File: config.mk
export PLATFORM = sky130hd
export DESIGN_NAME = counter_run_ctrl
export DESIGN_NICKNAME = d
export VERILOG_FILES = /design/src/rtl/counter_run_ctrl.sv
export SDC_FILE = /design/constraint.sdc
export NUM_CORES = 1
export LEC_CHECK = 0
export CORE_ASPECT_RATIO = 1.25
export CORE_MARGIN = 3
export CORE_UTILIZATION = 42
export DETAILED_ROUTE_END_ITERATION = 7
export PLACE_DENSITY_LB_ADDON = 0.12
export SYNTH_ARGS = -nofsm -noshare
export SYNTH_HDL_FRONTEND = slang
export SYNTH_SLANG_ARGS = --single-unit
File: constraint.sdc
create_clock -name clk -period 1.89 [get_ports clk]
set_input_delay 0.189 -clock clk [delete_from_list [all_inputs] [get_ports clk]]
set_output_delay 0.189 -clock clk [all_outputs]
set_load 0.1 [all_outputs]
File: src/rtl/counter_run_ctrl.sv
// Run sequencer for the up/down counter datapath: loads a start value, then steps
// the count toward a captured terminal value at a prescaled rate, with pause/abort.
module counter_run_ctrl #(
  parameter int BITS  = 4,
  parameter int DIV_W = 8
) (
  input  logic             clk,
  input  logic             rst,
  input  logic             start,
  input  logic             select,
  input  logic [BITS-1:0]  init,
  input  logic [BITS-1:0]  limit,
  input  logic [DIV_W-1:0] div,
  input  logic             pause,
  input  logic             abort,
  output logic [BITS-1:0]  count,
  output logic             busy,
  output logic             tick,
  output logic             done
);

  typedef enum logic {IDLE, RUN} state_t;

  localparam logic [BITS-1:0]  CNT_ONE = BITS'(1);
  localparam logic [DIV_W-1:0] PRE_ONE = DIV_W'(1);

  state_t           state_q, state_d;
  logic [BITS-1:0]  count_q, count_d;
  logic [DIV_W-1:0] presc_q, presc_d;
  logic             select_q, select_d;
  logic [BITS-1:0]  limit_q, limit_d;
  logic [DIV_W-1:0] div_q, div_d;
  logic             busy_q, busy_d;
  logic             tick_q, tick_d;
  logic             done_q, done_d;
  logic [BITS-1:0]  step_val;

  // Next count value in the captured direction; wraps naturally mod 2^BITS.
  assign step_val = select_q ? (count_q - CNT_ONE) : (count_q + CNT_ONE);

  always_comb begin
    state_d  = state_q;
    count_d  = count_q;
    presc_d  = presc_q;
    select_d = select_q;
    limit_d  = limit_q;
    div_d    = div_q;
    tick_d   = 1'b0;
    done_d   = 1'b0;

    case (state_q)
      IDLE: begin
        if (start && !abort) begin
          select_d = select;
          limit_d  = limit;
          div_d    = div;
          count_d  = init;
          presc_d  = '0;
          if (init == limit) begin
            done_d = 1'b1;
          end else begin
            state_d = RUN;
          end
        end
      end
      RUN: begin
        if (abort) begin
          state_d = IDLE;
        end else if (!pause) begin
          if (presc_q == div_q) begin
            presc_d = '0;
            count_d = step_val;
            tick_d  = 1'b1;
            // Final step: done, tick and the busy drop land on the same edge.
            if (step_val == limit_q) begin
              state_d = IDLE;
              done_d  = 1'b1;
            end
          end else begin
            presc_d = presc_q + PRE_ONE;
          end
        end
      end
      default: state_d = IDLE;
    endcase

    busy_d = (state_d == RUN);
  end

  always_ff @(posedge clk or posedge rst) begin
    if (rst) begin
      state_q  <= IDLE;
      count_q  <= '0;
      presc_q  <= '0;
      select_q <= 1'b0;
      limit_q  <= '0;
      div_q    <= '0;
      busy_q   <= 1'b0;
      tick_q   <= 1'b0;
      done_q   <= 1'b0;
    end else begin
      state_q  <= state_d;
      count_q  <= count_d;
      presc_q  <= presc_d;
      select_q <= select_d;
      limit_q  <= limit_d;
      div_q    <= div_d;
      busy_q   <= busy_d;
      tick_q   <= tick_d;
      done_q   <= done_d;
    end
  end

  assign count = count_q;
  assign busy  = busy_q;
  assign tick  = tick_q;
  assign done  = done_q;

endmodule

==> flow_summary_export.csv <==
group,metric,value,unit
critical_path,endpoint_kind,"flop",
synth,avgSynthCellArea,11.4,um2
clock_tree,cts_made_buffers,3,
timing,fin_skew,0.00284,ns
synth,synth_cells,135,
layout,mostFrequentLayoutCells,"dfrtp_1 (22), clkdlybuf4s50_1 (21), buf_4 (21), xor2_1 (16), mux2_2 (14)",
synth,syn_nets,161,
clock_tree,ctsHtreeMaxLevel,1,
critical_path,required,2.06,ns
layout,layout-drive-gt1-share,33.5,%
timing,max_slew_margin,66.7,%
power_and_ir_drop,p_leak,0.904,nW
routing,avgRoutedWirePerCell,15.2,um
clock_tree,cts.sinks,28,
global_route,grt_use_total,16.7,%
timing,final_max_slew_viol_count,0,
floorplan,num_rows,23,
routing,via_count,1142,
timing,min_period,1.83,ns
routing,via_per_inst,5.29,
global_route,overflow,0,
place,dpl.hpwl,2.66,mm
timing,final_hold_viol_count,0,
flow_run,cap_viol_max_count,0,
layout,fill_cells,284,
min_path,hp-class,"in -> async",
synth,yosys.area.top_type,"dfrtp_1",
synth,synth_edf_count,0,
run_status,status,"completed",
clock_tree,clkSlewWorstSetupHoldPaths,0.09,ns
floorplan,io_pins,29,
critical_path,crit_start,"count[2]",
synth,ys_seq_elements,28,
synth,synthesis.area,1540,um2
power_and_ir_drop,irDropWorstVdd,0.00140,V
floorplan,die_w,60.1,um
timing,fmax,0.548,GHz
global_route,grt_pass1_wl,5.55,mm
global_route,grt_pass1_vias,1208,
synth,yosysUniqueCellTypes,38,
layout,nets,206,
power_and_ir_drop,finalPower,3.55,mW
routing,totalWireLength,3.29,mm
routing,drtPass1Iterations,4,
critical_path,crit_type,"reg -> reg",
layout,multi_input_area,868,um2
global_route,grt_start_max_net_pins,17,
synth,ys_async_sr_fraction,100,%
critical_path,cpMaxStageDelayCell,"dfrtp_4",
layout,design_area,2080,um2
routing,drc_errors,0,
place,place_congestion,0.809,
floorplan,initial_core_util,45.7,%
layout,n_antenna_cell,0,
synth,ys_warn_count,0,
global_route,antenna_found_initial,0,
critical_path,crit_path_start_kind,"flop",
synth,synth_flop_cell,"dfrtp_1",
layout,syn2layout_area_growth,35.0,%
critical_path,r2r-start,"count[2]",
routing,final_antenna_net_count,0,
clock_tree,cts_tree,"done",
timing,rsz0062_at_grt,"yes",
critical_path,path_max_fanout,3,
timing,final.setup.tns,0,ns
clock_tree,cts-root-buf,"clkbuf_8",
routing,drt_first_iter_violations,24,
synth,ys_top_cells_by_area,"dfrtp_1 (46%), mux2_2 (10%), xor2_1 (9.1%)",
layout,final_common_cell,"dfrtp_1",
place,placed_area,2000,um2
place,port_buffers,28,
timing,tightest_slew,0.499,ns
floorplan,dieHeight,73.7,um
critical_path,crit_chain,"ha_4 -> and3_4 -> or3_1 -> nand4_1 -> mux2i_1 -> a221oi_1",
synth,yosys.area.top_type_share,45.5,%
floorplan,core-area,3370,um2
clock_tree,clock_latency,0.27,ns
timing,fin_crit_sh,96.6,%
critical_path,cpPeakStageDelay,0.51,ns
floorplan,die_area,4430,um2
layout,layout.area.seq,718,um2
timing,finalSetupViolations,0,
clock_tree,cts_hold_buffers,0,
clock_tree,cts_buffer_depth,2,
critical_path,arrival,1.99,ns
layout,fin_util,61.7,%
synth,synth-seq-area-share,45.5,%
power_and_ir_drop,power_density,1710,nW/um2
==> final timing paths <==
path                         endpoint  slack, ns  depth (start not counted)
setup / recovery             count[3]       0.06                          6
hold / removal                   done       0.24                          2
setup reg to reg             count[3]       0.06                          6
hold reg to reg              div_q[2]       0.53                          1
max in group asynchronous  presc_q[0]       1.06                          3
min in group clk             div_q[2]       0.52                          2
==> synthesized netlist by cell type, types with 2 or more instances <==
cell,number
dfrtp_1,28
xor2_1,16
mux2_2,14
nor2_1,12
nand2_1,8
xnor2_1,6
o21ai_0,4
ha_1,3
inv_1,3
nand4_1,3
a21oi_1,2
buf_2,2
mux2_4,2
nand2b_1,2
nand3_1,2
nor2b_1,2
nor3_1,2
nor4_1,2
nor4_2,2
o22ai_1,2
==> registers in the layout, indices dropped and copies added (netlist names) <==
signal	count
done	1
limit_q	4
tick	1
busy	1
presc_q	8
select_q	1
div_q	8
count	4
==> through the flow <==
step | hold slack [ns] | instances | setup WS (ns)
2_1_floorplan | 0.254 | 135 | -0.0357
3_3_place_gp | 0.511 | 209 | 0.0739
3_5_place_dp | 0.517 | 209 | 0.00850
4_1_cts | 0.252 | 213 | 0.0357
5_1_grt | 0.275 | 216 | -0.0238
6_report | 0.240 | 216 | 0.0648
==> what timing repair did <==
action | 4_1_cts | 5_1_grt
pin swaps | 0 | 6
buffers inserted | 0 | 3
resized for setup | 1 | 1
setup endpoints to repair | 2 | 4
hold endpoints to repair | 0 | 0
gates cloned | 0 | 0
==> worst max-delay path, delay by kind of cell, from the launching register on <==
kind / cells / cell delay [ns]
adder cells (fa/ha/maj): 1 / 0.26
multiplexers: 1 / 0.08
flip-flops: 1 / 0.51
AO/OA/AOI/OAI: 1 / 0.28
AND/OR/NAND/NOR: 3 / 0.59
==> cells by family (layout without fill, tap and decap cells) <==
family,after synthesis,after routing,synth area share [%]
AO/OA/AOI/OAI,16,16,7.81
XOR/XNOR,23,23,14.0
adder cells (fa/ha/maj),4,4,3.74
buffers and inverters,6,50,1.63
flip-flops,28,28,45.5
multiplexers,17,17,12.8
AND/OR/NAND/NOR,41,41,14.5
==> area by class of cell <==
class	count	area share (%)
clock buffers	4	2.17
inverters	3	0.542
multi-input cells	101	41.8
flip-flops and latches	28	34.6
well taps	37	2.23
repair buffers	43	18.7
==> per-layer routing <==
| layer | share of wire, % | GRT usage, % |
|---|---|---|
| met1 | 38 | 19.2 |
| met2 | 57 | 30.8 |
| met3 | 3.7 | 2.28 |
| met4 | 1.3 | 5.42 |
| met5 | 0 | 0 |
==> power breakdown <==
group / total (mW) / internal [mW] / switching [mW]
sequential: 1.11 / 0.860 / 0.252
combinational: 2.12 / 0.986 / 1.13
clock: 0.323 / 0.151 / 0.173
(Power assumes the default switching activity.)
